==> src/rtl/dpb_arb_pkg.sv <==
// Shared types and RAM geometry for the dual-port block RAM port arbiter.
package dpb_arb_pkg;

  // Arbiter ownership state: no owner, or requester 0 / 1 currently owns the port.
  typedef enum logic [1:0] {
    IDLE = 2'd0,
    OWN0 = 2'd1,
    OWN1 = 2'd2
  } arb_state_t;

  // Requester identifier (0 = req0, 1 = req1).
  typedef logic req_id_t;

  // Geometry of the 8-bit x 2048 block RAM port pins.
  localparam int RAM_AD_W  = 14;
  localparam int RAM_DI_W  = 18;
  localparam int RAM_DO_W  = 8;
  localparam int RAM_DEPTH = 2048;

endpackage

==> src/rtl/dpb_port_arbiter.sv <==
// Round-robin arbiter sharing one block RAM port between two requesters,
// with a bounded burst per owner and fixed 1-cycle read return.
module dpb_port_arbiter
  import dpb_arb_pkg::*;
#(
  parameter int          ADDR_W    = 11,
  parameter int          MAX_BURST = 4,
  parameter logic [2:0]  BLK_SEL   = 3'b000
) (
  input  logic                CLK,
  input  logic                RESET,
  input  logic                r0_valid,
  output logic                r0_ready,
  input  logic                r0_we,
  input  logic [ADDR_W-1:0]   r0_addr,
  input  logic [7:0]          r0_wdata,
  output logic                r0_rvalid,
  output logic [7:0]          r0_rdata,
  input  logic                r1_valid,
  output logic                r1_ready,
  input  logic                r1_we,
  input  logic [ADDR_W-1:0]   r1_addr,
  input  logic [7:0]          r1_wdata,
  output logic                r1_rvalid,
  output logic [7:0]          r1_rdata,
  output logic                mem_ce,
  output logic                mem_oce,
  output logic                mem_wre,
  output logic [RAM_AD_W-1:0] mem_ad,
  output logic [RAM_DI_W-1:0] mem_di,
  output logic [2:0]          mem_blksel,
  output logic                mem_reset,
  input  logic [RAM_DO_W-1:0] mem_do
);

  localparam int             CNT_W   = $clog2(MAX_BURST + 1);
  localparam logic [CNT_W-1:0] CNT_MAX = CNT_W'(MAX_BURST);

  arb_state_t       state_q, state_d;
  logic [CNT_W-1:0] cnt_q, cnt_d;
  req_id_t          last_q, last_d;
  logic             rd_pend_q, rd_pend_d;
  req_id_t          rd_tag_q, rd_tag_d;

  logic             gnt_vld;
  req_id_t          gnt_id;
  req_id_t          own_id;
  logic             own_v;
  logic             oth_v;
  logic             accept;
  logic             g_we;
  logic [ADDR_W-1:0] g_addr;
  logic [7:0]       g_wdata;
  arb_state_t       gnt_state;

  // Grant selection: alternate on ties, keep the owner until its burst runs out
  // while the other requester waits.
  always_comb begin
    gnt_vld = 1'b0;
    gnt_id  = 1'b0;
    own_id  = (state_q == OWN1);
    own_v   = own_id ? r1_valid : r0_valid;
    oth_v   = own_id ? r0_valid : r1_valid;
    case (state_q)
      IDLE: begin
        if (r0_valid && r1_valid) begin
          gnt_vld = 1'b1;
          gnt_id  = ~last_q;
        end else if (r0_valid) begin
          gnt_vld = 1'b1;
          gnt_id  = 1'b0;
        end else if (r1_valid) begin
          gnt_vld = 1'b1;
          gnt_id  = 1'b1;
        end
      end
      OWN0, OWN1: begin
        if (own_v && ((cnt_q < CNT_MAX) || !oth_v)) begin
          gnt_vld = 1'b1;
          gnt_id  = own_id;
        end else if (oth_v) begin
          gnt_vld = 1'b1;
          gnt_id  = ~own_id;
        end
      end
      default: ;
    endcase
  end

  // Request fields of the granted requester.
  assign g_we      = gnt_id ? r1_we    : r0_we;
  assign g_addr    = gnt_id ? r1_addr  : r0_addr;
  assign g_wdata   = gnt_id ? r1_wdata : r0_wdata;
  assign gnt_state = gnt_id ? OWN1 : OWN0;

  // Nothing is accepted while reset is held.
  assign accept   = gnt_vld & ~RESET;
  assign r0_ready = accept & ~gnt_id;
  assign r1_ready = accept &  gnt_id;

  assign mem_ce     = accept;
  assign mem_wre    = accept &  g_we;
  assign mem_oce    = accept & ~g_we;
  assign mem_ad     = RAM_AD_W'(g_addr);
  assign mem_di     = RAM_DI_W'(g_wdata);
  assign mem_blksel = BLK_SEL;
  assign mem_reset  = RESET;

  // Read data comes straight from the RAM output register; rvalid marks the owner.
  assign r0_rvalid = rd_pend_q & ~rd_tag_q & ~RESET;
  assign r1_rvalid = rd_pend_q &  rd_tag_q & ~RESET;
  assign r0_rdata  = mem_do;
  assign r1_rdata  = mem_do;

  // Next ownership, burst count, tie-break memory and read-return tag.
  always_comb begin
    state_d   = state_q;
    cnt_d     = cnt_q;
    last_d    = last_q;
    rd_pend_d = 1'b0;
    rd_tag_d  = rd_tag_q;
    if (accept) begin
      if (state_q == gnt_state) begin
        cnt_d = (cnt_q == CNT_MAX) ? cnt_q : cnt_q + 1'b1;
      end else begin
        state_d = gnt_state;
        cnt_d   = CNT_W'(1);
        last_d  = gnt_id;
      end
      if (!g_we) begin
        rd_pend_d = 1'b1;
        rd_tag_d  = gnt_id;
      end
    end else begin
      state_d = IDLE;
      cnt_d   = '0;
    end
  end

  // State registers; last starts at 1 so req0 wins the first tie.
  always_ff @(posedge CLK) begin
    if (RESET) begin
      state_q   <= IDLE;
      cnt_q     <= '0;
      last_q    <= 1'b1;
      rd_pend_q <= 1'b0;
      rd_tag_q  <= 1'b0;
    end else begin
      state_q   <= state_d;
      cnt_q     <= cnt_d;
      last_q    <= last_d;
      rd_pend_q <= rd_pend_d;
      rd_tag_q  <= rd_tag_d;
    end
  end

endmodule
==> config.mk <==
export PLATFORM = sky130hd
export DESIGN_NAME = dpb_port_arbiter
export DESIGN_NICKNAME = d
export VERILOG_FILES = /design/src/rtl/dpb_arb_pkg.sv /design/src/rtl/dpb_port_arbiter.sv
export SDC_FILE = /design/constraint.sdc
export NUM_CORES = 1
export LEC_CHECK = 0
export BUFFER_PORTS_ARGS = -buffer_cell sky130_fd_sc_hd__buf_2
export CAP_MARGIN = 10
export CORE_MARGIN = 1.5
export CORE_UTILIZATION = 35
export CTS_CLUSTER_DIAMETER = 40
export DETAILED_ROUTE_END_ITERATION = 16
export GPL_TIMING_DRIVEN = 0
export PLACE_DENSITY = 0.87
export SETUP_SLACK_MARGIN = 0.2
export SYNTH_ARGS = -nofsm -noshare
export SYNTH_HDL_FRONTEND = slang
export SYNTH_SLANG_ARGS = --single-unit
==> constraint.sdc <==
create_clock -name CLK -period 2.84 [get_ports CLK]
set_clock_uncertainty 0.15 [all_clocks]
set_input_delay 0.426 -clock CLK [delete_from_list [all_inputs] [get_ports CLK]]
set_output_delay 0.426 -clock CLK [all_outputs]
set_load 0.05 [all_outputs]
# [Word level (Yosys, flattened, before mapping)]
# Index checks and enable logic that the tools add are counted.
# Widths: inputs -> output; s select.
[classes] n_eq_ne=5 n_mux=20 reduce_logical=10 bitwise=17 magnitude_cmp=1 add_sub_neg=1
[ops] op="$mux 1" n=15
[ops] op="$mux 11" n=1
[ops] op="$and 1x1->1" n=9
[ops] op="$mux 8" n=1
[ops] op="$not 1->1" n=8
[ops] op="$pmux 1 s2" n=2
[ops] op="$reduce_and 2->1" n=2
[ops] op="$reduce_or 2->1" n=2
[ops] op="$add 3x1->3 const B" n=1
[ops] op="$eq 3x3->1 const B" n=1
[ops] op="$lt 3x3->1 const B" n=1
[ops] op="$reduce_or 3->1" n=1
[ops] op="$eq 2x1->1 const B" n=1
[ops] op="$eq 2x2->1" n=1
[ops] op="$eq 2x2->1 const B" n=1
[ops] op="$logic_and 1x1->1" n=2
[ops] op="$logic_not 2->1" n=1
[ops] op="$mux 2" n=1
[ops] op="$ne 2x2->1 const B" n=1
[ops] op="$logic_not 1->1" n=1
[ops] op="$logic_or 1x1->1" n=1
[word_totals] wordCells=60 output_inout_bits=59 ff_bits=8 inputBits=52

# [Logic depth before layout (Yosys ltp)]
[depth] ltp_word=11 ltp_mapped=8 ltp_nobuf=8

# [Worst setup path after synthesis]
# No wires, ideal clock.
[synth_timing] kind="register to output" startpoint="reg state_q[0]" endpoint="out mem_oce" required_ps=2264 n_path_buf=0 path_slack_ps=140 path_stages_with_launch=9 arrival_ps=2124 path_cell_list="dfxtp_1 > inv_1 > ha_1 > nor3b_1 > a21oi_1 > o21a_1 > nand2_1 > inv_1 > and2_1"
[synth_via] elab_cells_between_ends=20 cone_classes="eq/ne: 2; mux: 9; bitwise: 4; reduce/logical: 5"
[synth_rtl] element="start, declared" line_no="dpb_port_arbiter.sv:39" rtl="arb_state_t state_q, state_d;"
[synth_rtl] element="start signal, assigned" line_no="dpb_port_arbiter.sv:149" rtl="state_q <= state_d;"
[synth_rtl] element="$eq 2x2->1" line_no="dpb_port_arbiter.sv:61, dpb_port_arbiter.sv:64"
[synth_rtl] element="$mux 1" line_no="dpb_port_arbiter.sv:63" rtl="oth_v = own_id ? r0_valid : r1_valid;"
[synth_rtl] element="$logic_not 1->1" line_no="dpb_port_arbiter.sv:78" rtl="if (own_v && ((cnt_q < CNT_MAX) || !oth_v)) begin"
[synth_rtl] element="$logic_or 1x1->1" line_no="dpb_port_arbiter.sv:78"
[synth_rtl] element="$logic_and 1x1->1" line_no="dpb_port_arbiter.sv:78"
[synth_rtl] element="$mux 1" line_no="dpb_port_arbiter.sv:78"
[synth_rtl] element="$pmux 1 s2 (*)" line_no="dpb_port_arbiter.sv:64" rtl="case (state_q)"
[synth_rtl] element="$and 1x1->1 (*)" line_no="dpb_port_arbiter.sv:97" rtl="assign accept = gnt_vld & ~RESET;"
[synth_rtl] element="net mem_ce" line_no="dpb_port_arbiter.sv:26" rtl="output logic mem_ce,"
[synth_rtl] element="$and 1x1->1 (*)" line_no="dpb_port_arbiter.sv:103" rtl="assign mem_oce = accept & ~g_we;"
[synth_rtl] element="end, declared" line_no="dpb_port_arbiter.sv:27" rtl="output logic mem_oce,"
# Mark *: on every way through the listed nets, which the timed path passes. The rest lies on a longest branch.

# [Worst setup path in the final report]
[layout_timing] startpoint="reg state_q[0]" endpoint="out mem_ad[10]"
[layout_via] elab_chain_len=8 elab_cells_between_ends=14 cone_classes="eq/ne: 2; mux: 6; bitwise: 1; reduce/logical: 5"
[layout_rtl] element="$eq 2x2->1" line_no="dpb_port_arbiter.sv:61, dpb_port_arbiter.sv:64"
[layout_rtl] element="$mux 1" line_no="dpb_port_arbiter.sv:63"
[layout_rtl] element="$logic_not 1->1" line_no="dpb_port_arbiter.sv:78"
[layout_rtl] element="$logic_or 1x1->1" line_no="dpb_port_arbiter.sv:78"
[layout_rtl] element="$logic_and 1x1->1" line_no="dpb_port_arbiter.sv:78"
[layout_rtl] element="$mux 1" line_no="dpb_port_arbiter.sv:78"
[layout_rtl] element="$pmux 1 s2 (*)" line_no="dpb_port_arbiter.sv:64"
[layout_rtl] element="$mux 11 (*)" line_no="dpb_port_arbiter.sv:92" rtl="assign g_addr = gnt_id ? r1_addr : r0_addr;"
[layout_rtl] element="end, declared" line_no="dpb_port_arbiter.sv:29" rtl="output logic [RAM_AD_W-1:0] mem_ad,"
# Every way passes the cells marked *; elsewhere a longest branch is shown, timed or not.

==> reports/results.tsv <==
metric	value	unit
vias in the first global route	1117	
Setup WS post-layout	160	ps
latest clock arrival within the worst-skew pair	250	ps
clock buffer depth	2	
io pins	111	
utilization after layout	69.7	%
RSZ-0062 raised after global routing	yes	
Final Hold Fails	0	
DR vias	1196	
adder-cell area share of the yosys netlist	7.03	%
Crit Path Max Fanout	5	
commonest non-fill, non-tap cell in the layout	buf_2	
largest net degree at the start of global routing	7	
Crit. End Element	primary output	
startpoint types	register	
fraction of layout cells with a size suffix above 1	70.9	%
Initial DRC Count	33	
cts bufs inserted	3	
worst reg2reg path depth	8	
Max Freq	0.373	GHz
Total Routed Length	3240	um
status	finished with violations	
final weighted congestion in routability-driven placement	0.718	
Power Density	673	nW/um^2
CTS H-tree lvls	1	
DRT Pass-1 Iters	11	
Hold EP	rd_tag_q	
# setup viols final	0	
critical path type	reg2out	
Clk pin slew, worst setup/hold paths	60	ps
Via density	4.46	
setup_tns	0	ps
Avg Cell Area, Syn	8.62	sq um
cell count after placement	256	
Post-Synth Simple-Gate Area	14.4	%
Final Non-Filler Cells	268	
Post-Synth XOR/XNOR Area	0.820	%
# rows	19	
mean routed wirelength per cell	12.1	um
Core Region	2830	sq um
Cells after Synth	124	
Worst Hold Launch	RESET	
multiplexer share of the synthesized area	22.8	%
die width	58.3	um
Slew Limit Fails	0	
Static Leakage	0.00109	uW
sequential-to-total area share from yosys stat	15.0	%
Worst IR Drop VDD	0.459	mV
Yosys Warn Count	0	
Clock Tree Root	clkbuf_4	
TritonCTS clock tree	done	
Post-DRT Antenna Nets	0	
CP required	2260	ps
HPWL after DPL	2360	um
Yosys cell types	29	
hold slack	269	ps
Hold Crit Depth	2	
ant diodes	0	
largest family of logic cells by synthesized area	buffers and inverters	
Post-Syn Area	1070	sq um
global route overflow	0	
nets	297	
max_cap viols	0	
Final period util	94.4	%
area grow syn2layout	84.7	%
CTS Sinks	8	
#FFs+latches synth	8	
fill count	225	
RR Endpoint	cnt_q[0]	
DR DRC count	10	
WP data arrival	2100	ps
Placement Setup Slack	94.8	ps
Final min period	2680	ps
DIE AREA	3390	sq um
Initial Util	37.8	%
Compound-Gate Fraction of Synth Area	11.5	%
All-Layer GR Usage	17.0	%
R2R setup slack	770	ps
Die Ht	58.3	um
most frequent cells in the layout	buf_2 (68), buf_4 (41), conb_1 (16)	
port bufs	86	
initial antenna violation count	0	
reg2reg start	state_q[0]	
violated checks	DRC	
Worst Hold Class	in2reg	
global-route wire length before repair	4510	um
## flip-flops by register name, indices dropped and copies added, names as in the netlist
register / cells
cnt_q: 3
rd_tag_q: 1
rd_pend_q: 1
last_q: 1
state_q: 2
## area by class of cell
class,count,area (sq um),area share [%]
Buffer,35,270,13.7
Clock buffer,3,22.5,1.14
Inverter,8,37.5,1.90
Multi-Input combinational cell,88,773,39.2
Sequential cell,8,168,8.50
Tap cell,31,38.8,1.97
Timing Repair Buffer,95,663,33.6
## power by group
| group | internal [uW] | switching (uW) | total, uW |
|---|---|---|---|
| Sequential | 136 | 21.5 | 158 |
| Clock | 48.3 | 38.3 | 86.6 |
| Combinational | 467 | 617 | 1080 |
| Total | 652 | 677 | 1330 |
## logic make-up (layout without fill, tap and decap cells)
kind of cell	Yosys count	in the layout
other cells	1	16
compound gates	14	14
mux	22	22
simple gates	29	29
fa+ha+maj	6	6
xor+xnor	1	1
buf+inv	43	141
flops	8	8
## Yosys cell counts
library cell  instances  area share (%)
buf_4                33              23
mux2_2               19              20
nor2_1                9             3.2
dfxtp_1               8              15
inv_1                 8             2.8
ha_1                  6             7.0
a21oi_1               4             1.9
and3_1                4             2.3
nand2_1               4             1.4
mux2i_1               3             2.8
and2_1                2             1.2
buf_6                 2             2.1
nor2b_1               2             1.2
nor3_1                2            0.94
nor3b_1               2             1.4
o21a_1                2             1.4
o21ai_0               2            0.94
a2111oi_2             1             1.4
a32oi_4               1             2.6
a41oi_1               1            0.82
and3_4                1             1.1
conb_1                1            0.35
nand3_1               1            0.47
nand3b_1              1            0.70
nor4_1                1            0.59
o2111ai_1             1            0.82
o21bai_2              1             1.1
o22ai_1               1            0.59
xnor2_1               1            0.82
## worst max-delay path, cell delays in order, from the launching register on
cell and delay [ps]:
dfxtp_4 380, ha_2 180, inv_1 70, and3_4 190, a32oi_4 270, buf_4 190
mux2_2 350, buf_2 210
## metrics by stage
step,area (sq um),total power (uW)
5_1_grt,1970,1390
3_5_place_dp,1600,976
2_1_floorplan,1130,822
6_report,1970,1330
4_1_cts,1910,1280
3_3_place_gp,1600,964
## metal layers
layer  GRT usage [%]  vias up  routed length [um]
met5               0        -                   0
met4            2.99        0                  23
met3            3.35        2                 257
met2            36.2       59                1850
met1            16.3      529                1110
li1                -      606                   -
## timing repair
| item | CTS | global route |
|---|---|---|
| hold buffers | 0 | 0 |
| endpoints found under the hold margin | 0 | 0 |
| gates cloned | 2 | 0 |
| buffers inserted | 6 | 1 |
| setup endpoints to repair | 23 | 23 |
| resized for setup | 66 | 20 |
| pin swaps | 2 | 1 |
## worst max-delay path by stage
stage	startpoint	to	slack [ps]	depth (start not counted)
global route	state_q[0]	mem_ad[2]	100	8
global placement	state_q[0]	mem_ad[7]	120	7
finish	state_q[0]	mem_ad[10]	160	7
CTS	state_q[0]	mem_ad[7]	170	8
floorplan	state_q[0]	mem_oce	230	8
detailed placement	state_q[1]	mem_di[0]	90	7
Note: power is estimated with default switching activity, not from simulation.
